--- src/rtl/intr_pkg.sv ---
// Shared constants for the CLINT-style machine interrupt controller:
// mcause encodings, register word indices and mip bit positions.
package intr_pkg;

   localparam int unsigned XLEN   = 32;
   localparam int unsigned ADDR_W = 5;
   localparam int unsigned WIDX_W = 3;
   localparam int unsigned MIP_W  = 3;
   localparam int unsigned TIME_W = 64;

   localparam logic [XLEN-1:0] CAUSE_MSI = 32'h8000_0003;
   localparam logic [XLEN-1:0] CAUSE_MTI = 32'h8000_0007;
   localparam logic [XLEN-1:0] CAUSE_MEI = 32'h8000_000B;

   localparam logic [WIDX_W-1:0] REG_MSIP        = 3'd0;
   localparam logic [WIDX_W-1:0] REG_MTIMECMP_LO = 3'd1;
   localparam logic [WIDX_W-1:0] REG_MTIMECMP_HI = 3'd2;
   localparam logic [WIDX_W-1:0] REG_MTIME_LO    = 3'd3;
   localparam logic [WIDX_W-1:0] REG_MTIME_HI    = 3'd4;

   localparam int unsigned MIP_MSIP = 0;
   localparam int unsigned MIP_MTIP = 1;
   localparam int unsigned MIP_MEIP = 2;

   // One register-bus access as seen by the decode logic.
   typedef struct packed {
      logic              sel;
      logic              we;
      logic [WIDX_W-1:0] widx;
      logic [XLEN-1:0]   wdata;
   } bus_req_t;

endpackage

--- src/rtl/intr_mtimer.sv ---
// Machine timer: prescaler, 64-bit mtime, mtimecmp and the registered
// mtime >= mtimecmp compare that drives MTIP.
module intr_mtimer
   import intr_pkg::*;
#(
   parameter int unsigned       TICK_DIV     = 1,
   parameter logic [TIME_W-1:0] MTIMECMP_RST = 64'hFFFF_FFFF_FFFF_FFFF
) (
   input  logic              i_clk,
   input  logic              i_rst,
   input  logic              i_wr_cmp_lo,
   input  logic              i_wr_cmp_hi,
   input  logic              i_wr_mtime_lo,
   input  logic              i_wr_mtime_hi,
   input  logic [XLEN-1:0]   i_wdata,
   output logic [TIME_W-1:0] o_mtime,
   output logic [TIME_W-1:0] o_mtimecmp,
   output logic              o_mtip
);

   localparam int unsigned       PRE_W   = 16;
   localparam logic [PRE_W-1:0]  PRE_MAX = PRE_W'(TICK_DIV - 1);

   logic [PRE_W-1:0]  r_pre;
   logic [TIME_W-1:0] r_mtime;
   logic [TIME_W-1:0] r_mtimecmp;
   logic              r_mtip;
   logic              w_tick;
   logic              w_mtime_wr;

   assign w_tick     = (r_pre == PRE_MAX);
   assign w_mtime_wr = i_wr_mtime_lo | i_wr_mtime_hi;

   // A software write to either mtime half overrides the tick for that cycle.
   always_ff @(posedge i_clk) begin
      if (i_rst) begin
         r_pre      <= '0;
         r_mtime    <= '0;
         r_mtimecmp <= MTIMECMP_RST;
         r_mtip     <= 1'b0;
      end else begin
         if (w_mtime_wr || w_tick) begin
            r_pre <= '0;
         end else begin
            r_pre <= r_pre + PRE_W'(1);
         end

         if (i_wr_mtime_lo) begin
            r_mtime[31:0] <= i_wdata;
         end else if (i_wr_mtime_hi) begin
            r_mtime[63:32] <= i_wdata;
         end else if (w_tick) begin
            r_mtime <= r_mtime + 64'd1;
         end

         if (i_wr_cmp_lo) begin
            r_mtimecmp[31:0] <= i_wdata;
         end
         if (i_wr_cmp_hi) begin
            r_mtimecmp[63:32] <= i_wdata;
         end

         r_mtip <= (r_mtime >= r_mtimecmp);
      end
   end

   assign o_mtime    = r_mtime;
   assign o_mtimecmp = r_mtimecmp;
   assign o_mtip     = r_mtip;

endmodule

--- src/rtl/interrupt_ctrl.sv ---
// CLINT-style machine interrupt controller: register decode, external pending
// latch and prioritised request. INTR_EXT_SYNC_EN adds a 2-flop ext_irq synchroniser.
module interrupt_ctrl
   import intr_pkg::*;
#(
   parameter int unsigned       TICK_DIV     = 1,
   parameter logic [TIME_W-1:0] MTIMECMP_RST = 64'hFFFF_FFFF_FFFF_FFFF
) (
   input  logic              i_clk,
   input  logic              i_rst,
   input  logic              i_bus_sel,
   input  logic              i_bus_we,
   input  logic [ADDR_W-1:0] i_bus_addr,
   input  logic [XLEN-1:0]   i_bus_wdata,
   output logic [XLEN-1:0]   o_bus_rdata,
   input  logic              i_ext_irq,
   input  logic              i_mie_msie,
   input  logic              i_mie_mtie,
   input  logic              i_mie_meie,
   input  logic              i_trap_ack,
   output logic              o_interrupt_req,
   output logic [XLEN-1:0]   o_interrupt_cause,
   output logic [MIP_W-1:0]  o_mip_bits
);

   bus_req_t          w_req;
   logic              w_wr;
   logic              w_rd;
   logic [XLEN-1:0]   w_rd_mux;
   logic [TIME_W-1:0] w_mtime;
   logic [TIME_W-1:0] w_mtimecmp;
   logic              w_mtip;
   logic              w_ext_s;
   logic              w_ext_rise;
   logic              w_unused_addr;

   logic [XLEN-1:0]   r_rdata;
   logic              r_msip;
   logic              r_ext_prev;
   logic              r_ext_pend;
   logic [XLEN-1:0]   r_cause;

   assign w_req = '{sel: i_bus_sel, we: i_bus_we, widx: i_bus_addr[4:2], wdata: i_bus_wdata};
   assign w_wr  = w_req.sel & w_req.we;
   assign w_rd  = w_req.sel & ~w_req.we;
   assign w_unused_addr = ^i_bus_addr[1:0];

   intr_mtimer #(
      .TICK_DIV     (TICK_DIV),
      .MTIMECMP_RST (MTIMECMP_RST)
   ) u_mtimer (
      .i_clk         (i_clk),
      .i_rst         (i_rst),
      .i_wr_cmp_lo   (w_wr && (w_req.widx == REG_MTIMECMP_LO)),
      .i_wr_cmp_hi   (w_wr && (w_req.widx == REG_MTIMECMP_HI)),
      .i_wr_mtime_lo (w_wr && (w_req.widx == REG_MTIME_LO)),
      .i_wr_mtime_hi (w_wr && (w_req.widx == REG_MTIME_HI)),
      .i_wdata       (w_req.wdata),
      .o_mtime       (w_mtime),
      .o_mtimecmp    (w_mtimecmp),
      .o_mtip        (w_mtip)
   );

`ifdef INTR_EXT_SYNC_EN
   logic [1:0] r_ext_sync;

   always_ff @(posedge i_clk) begin
      if (i_rst) begin
         r_ext_sync <= '0;
      end else begin
         r_ext_sync <= {r_ext_sync[0], i_ext_irq};
      end
   end

   assign w_ext_s = r_ext_sync[1];
`else
   assign w_ext_s = i_ext_irq;
`endif

   assign w_ext_rise = w_ext_s & ~r_ext_prev;

   always_comb begin
      w_rd_mux = '0;
      case (w_req.widx)
         REG_MSIP:        w_rd_mux = {31'd0, r_msip};
         REG_MTIMECMP_LO: w_rd_mux = w_mtimecmp[31:0];
         REG_MTIMECMP_HI: w_rd_mux = w_mtimecmp[63:32];
         REG_MTIME_LO:    w_rd_mux = w_mtime[31:0];
         REG_MTIME_HI:    w_rd_mux = w_mtime[63:32];
         default:         w_rd_mux = '0;
      endcase
   end

   // External > software > timer; cause holds its last value when idle.
   always_comb begin
      o_interrupt_req   = 1'b0;
      o_interrupt_cause = r_cause;
      if (r_ext_pend && i_mie_meie) begin
         o_interrupt_req   = 1'b1;
         o_interrupt_cause = CAUSE_MEI;
      end else if (r_msip && i_mie_msie) begin
         o_interrupt_req   = 1'b1;
         o_interrupt_cause = CAUSE_MSI;
      end else if (w_mtip && i_mie_mtie) begin
         o_interrupt_req   = 1'b1;
         o_interrupt_cause = CAUSE_MTI;
      end
   end

   always_ff @(posedge i_clk) begin
      if (i_rst) begin
         r_rdata    <= '0;
         r_msip     <= 1'b0;
         r_ext_prev <= 1'b0;
         r_ext_pend <= 1'b0;
         r_cause    <= '0;
      end else begin
         if (w_rd) begin
            r_rdata <= w_rd_mux;
         end
         if (w_wr && (w_req.widx == REG_MSIP)) begin
            r_msip <= w_req.wdata[0];
         end
         r_ext_prev <= w_ext_s;
         // A new edge beats a same-cycle acknowledge so no request is lost.
         if (w_ext_rise) begin
            r_ext_pend <= 1'b1;
         end else if (i_trap_ack && (o_interrupt_cause == CAUSE_MEI)) begin
            r_ext_pend <= 1'b0;
         end
         r_cause <= o_interrupt_cause;
      end
   end

   assign o_bus_rdata = r_rdata;

   always_comb begin
      o_mip_bits           = '0;
      o_mip_bits[MIP_MSIP] = r_msip;
      o_mip_bits[MIP_MTIP] = w_mtip;
      o_mip_bits[MIP_MEIP] = r_ext_pend;
   end

endmodule

--- config.mk ---
export PLATFORM = sky130hd
export DESIGN_NAME = interrupt_ctrl
export DESIGN_NICKNAME = d
export VERILOG_FILES = /design/src/rtl/intr_pkg.sv /design/src/rtl/intr_mtimer.sv /design/src/rtl/interrupt_ctrl.sv
export SDC_FILE = /design/constraint.sdc
export NUM_CORES = 1
export LEC_CHECK = 0
export ABC_AREA = 0
export BUFFER_PORTS_ARGS = -buffer_cell sky130_fd_sc_hd__buf_2
export CAP_MARGIN = 20
export CORE_ASPECT_RATIO = 0.75
export CORE_MARGIN = 10
export CORE_UTILIZATION = 40
export DETAILED_ROUTE_END_ITERATION = 8
export GPL_TIMING_DRIVEN = 0
export SYNTH_ARGS = -nofsm -noshare
export SYNTH_HDL_FRONTEND = slang
export SYNTH_HIERARCHICAL = 1
export SYNTH_SLANG_ARGS = --single-unit
--- constraint.sdc ---
create_clock -name i_clk -period 2.89 [get_ports i_clk]
set_input_delay 0.578 -clock i_clk [delete_from_list [all_inputs] [get_ports i_clk]]
set_output_delay 0.578 -clock i_clk [all_outputs]
set_load 0.1 [all_outputs]
==> results of run 1 <==
kinds of logic after synthesis:
kind of cell | synth area share, %
compound gates | 22.2
xor+xnor | 3.14
fa+ha+maj | 7.16
buf+inv | 6.65
flops | 36.2
mux | 0.823
simple gates | 23.8
metrics by stage:
| step | instances | setup TNS (ns) | utilization [%] | area (sq um) | setup slack (ns) |
|---|---|---|---|---|---|
| 3_3_place_gp | 1895 | -54.90 | 44.0 | 12800 | -0.892 |
| 3_5_place_dp | 1896 | -56.67 | 44.0 | 12800 | -0.866 |
| 6_report | 1940 | 0 | 46.9 | 13600 | 0.0712 |
| 5_1_grt | 1939 | 0 | 46.9 | 13600 | 0.00744 |
| 4_1_cts | 1936 | 0 | 46.6 | 13500 | 0.0100 |
| 2_1_floorplan | 1393 | 0 | - | 11700 | 0.211 |
state kept, by name, indices dropped and copies added, names as in the netlist:
signal,cells
r_cause,32
r_msip,1
u_mtimer/o_mtip,1
r_ext_prev,1
u_mtimer/o_mtime,64
o_bus_rdata,32
u_mtimer/o_mtimecmp,64
r_ext_pend,1
u_mtimer/r_pre,16
layer usage:
| layer | part of all wire [%] | GRT usage (%) | vias up |
|---|---|---|---|
| li1 | - | - | 5402 |
| met1 | 48 | 36.7 | 5548 |
| met2 | 39 | 33.4 | 533 |
| met3 | 11 | 7.83 | 59 |
| met4 | 1.9 | 5.25 | 2 |
| met5 | 0.024 | 0.277 | - |
cells in the final DEF (no fill, tap or decap), types with 7 or more instances in the layout:
| cell | netlist | routed |
|---|---|---|
| buf_4 | 8 | 16 |
| o21a_1 | 8 | 8 |
| o211ai_1 | 70 | 70 |
| buf_1 | 12 | 12 |
| o21ai_0 | 39 | 38 |
| ha_1 | 67 | 67 |
| nor2_1 | 82 | 81 |
| a22o_1 | 9 | 9 |
| clkbuf_8 | 2 | 7 |
| dfxtp_1 | 212 | 212 |
| and3_1 | 54 | 54 |
| buf_6 | 7 | 7 |
| inv_1 | 78 | 78 |
| clkbuf_16 | 0 | 24 |
| and4_1 | 15 | 13 |
| a22o_2 | 26 | 26 |
| buf_2 | 10 | 109 |
| clkbuf_2 | 2 | 11 |
| a31oi_1 | 13 | 13 |
| a211oi_1 | 22 | 22 |
| and2_1 | 37 | 37 |
| nand3_1 | 48 | 48 |
| a21oi_1 | 59 | 59 |
| nor2b_1 | 8 | 8 |
| clkbuf_1 | 54 | 49 |
| xor2_1 | 30 | 30 |
| mux2i_1 | 7 | 7 |
| a221oi_2 | 20 | 20 |
| xnor2_1 | 12 | 12 |
| clkbuf_4 | 0 | 7 |
| nor3_1 | 11 | 10 |
| a221oi_1 | 16 | 16 |
| nand4_1 | 46 | 46 |
| nand2_1 | 174 | 173 |
| or4_1 | 7 | 7 |
| o21ai_1 | 31 | 30 |
| nor4_1 | 18 | 17 |
power by group through the flow:
stage / clock [mW] / combinational [mW] / sequential, mW
6_report: 2.94 / 0.719 / 3.06
3_5_place_dp: 0 / 0.702 / 3.13
5_1_grt: 3.10 / 0.764 / 3.07
4_1_cts: 2.98 / 0.705 / 3.06
3_3_place_gp: 0 / 0.694 / 3.12
2_1_floorplan: 0 / 0.388 / 3.18
worst max-delay path, cell delays in order:
cell	delay, ns
buf_2	0.17
inv_2	0.08
nor4_1	0.29
clkbuf_2	0.35
clkbuf_1	0.59
clkbuf_1	0.67
o21ai_0	0.21
a32o_1	0.29
what timing repair did:
action | CTS | global route
buffers inserted | 0 | 4
resized for setup | 9 | 29
setup endpoints to repair | 62 | 79
pin swaps | 0 | 2
cloned | 0 | 0
layout make-up:
type | instances | area, sq um
fill | 2876 | 15400
multi-input combinational | 1005 | 6730
sequential | 212 | 4240
clock buffer | 35 | 692
timing repair buffer | 115 | 609
tap | 392 | 490
buffer | 93 | 487
inverter | 81 | 304
clock inverter | 6 | 41.3
antenna | 1 | 2.50
path summary, 6_finish.rpt:
path / startpoint / endpoint
setup / recovery: i_bus_addr[4] / u_mtimer/o_mtime[55]
hold / removal: i_ext_irq / r_ext_prev
setup reg to reg: u_mtimer/o_mtime[2] / u_mtimer/o_mtime[49]
hold reg to reg: o_bus_rdata[30] / o_bus_rdata[30]
==> results_dict.tcl, run 1 <==
set metrics [dict create \
    insertion_delay_ns 0.54 \
    numCtsBuffers 24 \
    synth_area_leaders "dfxtp_1, ha_1, nand2_1" \
    dieArea_sq_um 36600 \
    intPower_mw 4.85 \
    cts_hold_buf 0 \
    cts_tree "built" \
    port_buffers 110 \
    track_usage_pct 24.7 \
    drt_iter0_markers 1323 \
    total_power_mw 6.73 \
    core_sq_um 29000 \
    slew_viol_final 0 \
    grt_pass1_wl_um 69800 \
    nNetsFinal 1645 \
    dieHeight_um 168 \
    p_clk_share_pct 43.8 \
    vias 11500 \
    initial_utilization_pct 40.4 \
    wire_per_inst_um 24.1 \
    drcViolationCount 0 \
    p_leak_nw 5.98 \
    grt_pass1_vias 10800 \
    synth.most_common_cell "dfxtp_1" \
    p_comb_share_pct 10.7 \
    io_pins 114 \
    fin_crit_sh_pct 97.5 \
    seqPwrFrac_pct 45.6 \
    dp_hpwl_um 35500 \
    ant_nets 0 \
    synth-edff-count 0 \
    maxSlewHeadroom_pct 32.6 \
    ys_seq_area_share_pct 36.2 \
    synth.net_count 1506 \
    endpoint_kind "flip-flop" \
    netlist_area_sq_um 11700 \
    swShare_pct 27.9 \
    fin_worst_skew_ns 0.0247 \
    htreeDepth 1 \
    die_w_um 218 \
    synthTopCellsByCount "dfxtp_1, nand2_1, nor2_1, inv_1, o211ai_1" \
    viasPerCell 5.95 \
    synth_area_leader_cell "dfxtp_1" \
    synth_warnings 6 \
    place_congestion 1.02 \
    worst_pin_slew_ns 1.01 \
    crit_type "in -> reg" \
    maxCapViolations 0 \
    timing.hold.ws_ns 0.281 \
    routed_wl_um 46700 \
    outcome "finished, final reports clean" \
    setup_viol 0 \
    critPathLaunchType "primary input" \
    required_ns 3.31 \
    hold_viol_final 0 \
    synth.top_cell.area_share_pct 36.2 \
    ys_ff_latch 212 \
    synthDistinctLibCells 71 \
    antenna_found_initial 2 \
    cts.path.max_buffers 3 \
    clock_sinks 212 \
    synthToLayoutAreaGrowth_pct 16.1 \
    rows 54 \
    r2r_slack_ns 0.07 \
    grt_setup_unrepaired "no" \
    drive_gt1_share_pct 16.7 \
    power.density_nw_per_um2 495 \
    clockRootBuffer "clkbuf_16" \
    min_period_ns 2.82 \
    max_freq_ghz 0.355 \
    grt_max_degree 13 \
    synthFlopType "dfxtp_1" \
    hold_depth 3 \
    path_clk_slew_ns 0.06 \
    overflow 0 \
    arrival_ns 3.24 \
    syn-mean-instance-area_sq_um 8.41 \
    cp_max_fo 10 \
    min_path_type "in -> reg" \
    dr.pass1.iters 6 \
    ir_drop_mv 0.351 \
    p_sw_mw 1.88 \
    syn-instance-count 1393 \
    rr_worst_depth 7 \
    async_reset_ff_share_pct 0 \
]
(Power assumes the default switching activity.)
==> run 2, diff against run 1 <==
--- a/config.mk
+++ b/config.mk
@@ -13,6 +13,7 @@
 export CORE_UTILIZATION = 40
 export DETAILED_ROUTE_END_ITERATION = 8
 export GPL_TIMING_DRIVEN = 0
+export RECOVER_POWER = 25
 export SYNTH_ARGS = -nofsm -noshare
 export SYNTH_HDL_FRONTEND = slang
 export SYNTH_HIERARCHICAL = 1
==> results_dict.tcl, run 2 (synthesized netlist as in run 1, its figures left out) <==
set metrics [dict create \
    htreeDepth 1 \
    grt_pass1_wl_um 69800 \
    cts_tree "built" \
    max_freq_ghz 0.355 \
    maxCapViolations 0 \
    cp_max_fo 10 \
    final_common_cell "dfxtp_1" \
    grt_setup_unrepaired "no" \
    io_pins 114 \
    worst_pin_slew_ns 1.19 \
    setup_tns_ns 0 \
    fin_crit_sh_pct 97.4 \
    p_leak_nw 5.85 \
    layout_common_cells "dfxtp_1, nand2_1, buf_2" \
    viasPerCell 5.97 \
    numCtsBuffers 24 \
    fin_worst_skew_ns 0.0255 \
    crit_path_cell_trace "and4_1, and3_1, buf_2, and4_2, buf_2, nand2_1, o311ai_0" \
    dp_hpwl_um 35500 \
    total_power_mw 6.71 \
    wire_per_inst_um 24.1 \
    rows 54 \
    ir_drop_mv 0.350 \
    crit_buf_inv 2 \
    n_fill_cell 2901 \
    vias 11600 \
    insertion_delay_ns 0.54 \
    grt_max_degree 13 \
    outcome "finished, final reports clean" \
    antenna_found_initial 2 \
    dr.pass1.iters 7 \
    clockRootBuffer "clkbuf_16" \
    maxSlewHeadroom_pct 21.3 \
    grt_pass1_vias 10800 \
    crit_top_cell "buf_2" \
    nNetsFinal 1645 \
    endpoint_kind "flip-flop" \
    min_path_type "in -> reg" \
    slowest_delay_ns 0.53 \
    dieHeight_um 168 \
    drcViolationCount 0 \
    required_ns 3.31 \
    routed_wl_um 46800 \
    dieArea_sq_um 36600 \
    port_buffers 110 \
    die_w_um 218 \
    hold_viol_final 0 \
    min_period_ns 2.82 \
    critPathLaunchType "flip-flop" \
    setup_viol 0 \
    path_delay_family "simple AND/OR/NAND/NOR gates" \
    drt_iter0_markers 1462 \
    arrival_ns 3.23 \
    fin_util_pct 46.8 \
    crit_type "reg -> reg" \
    power.density_nw_per_um2 495 \
    initial_utilization_pct 40.4 \
    clock_sinks 212 \
    critPathSlowestCell "dfxtp_1" \
    core_sq_um 29000 \
    slew_viol_final 0 \
    overflow 0 \
    path_clk_slew_ns 0.07 \
    place_congestion 1.02 \
    track_usage_pct 24.7 \
    drive_gt1_share_pct 14.8 \
    synthToLayoutAreaGrowth_pct 15.7 \
    ant_nets 0 \
    cts.path.max_buffers 3 \
]
-- run 2: metrics by stage --
stage	hold WS (ns)	instance area [sq um]	worst slack (ns)	std cells
floorplan	0.438	11700	0.211	1393
global placement	0.435	12800	-0.892	1895
detailed placement	0.439	12800	-0.866	1896
CTS	0.267	13500	0.0100	1936
global route	0.290	13600	0.00745	1939
finish	0.284	13600	0.0746	1940
-- run 2: routing by layer --
| layer | vias up | part of all wire (%) | GRT usage (%) |
|---|---|---|---|
| met2 | 561 | 39 | 33.4 |
| met1 | 5568 | 47 | 36.7 |
| met5 | - | 0.023 | 0.277 |
| li1 | 5400 | - | - |
| met3 | 60 | 11 | 7.83 |
| met4 | 2 | 1.9 | 5.25 |
-- run 2: area by class of cell --
type	instances	area [sq um]	share of cell area [%]
antenna	1	2.50	0.0185
buffer	93	484	3.57
clock buffer	35	692	5.10
clock inverter	6	41.3	0.305
inverter	81	304	2.24
multi-input combinational	1005	6720	49.6
sequential	212	4240	31.3
tap	392	490	3.62
timing repair buffer	115	579	4.27
-- run 2: path summary, 6_finish.rpt --
kind,from,end,slack [ns],cells past startpoint
hold / removal,i_ext_irq,r_ext_prev,0.28,3
setup reg to reg,u_mtimer/o_mtime[2],u_mtimer/o_mtime[49],0.07,7
setup / recovery,u_mtimer/o_mtime[2],u_mtimer/o_mtime[49],0.07,7
hold reg to reg,o_bus_rdata[21],o_bus_rdata[21],0.45,2
-- run 2: power by group --
part           switching (mW)  internal (mW)  total [mW]
sequential             0.0789           2.99        3.07
clock                    1.28           1.65        2.93
combinational           0.508          0.205       0.713
-- run 2: what timing repair did --
action                                  CTS  global route
buffers inserted                          0             4
pin swaps                                 0             2
gates cloned                              0             0
endpoints found under the setup margin   62            79
gates resized for setup                   9            29
hold buffers                              0             0
-- run 2: worst reg2reg max path, delay by kind of cell (launching register included) --
family                 cells  cell delay (ns)
AO/OA/AOI/OAI              1             0.32
flip-flops                 1             0.53
AND/OR/NAND/NOR            4             1.25
buffers and inverters      2             0.59
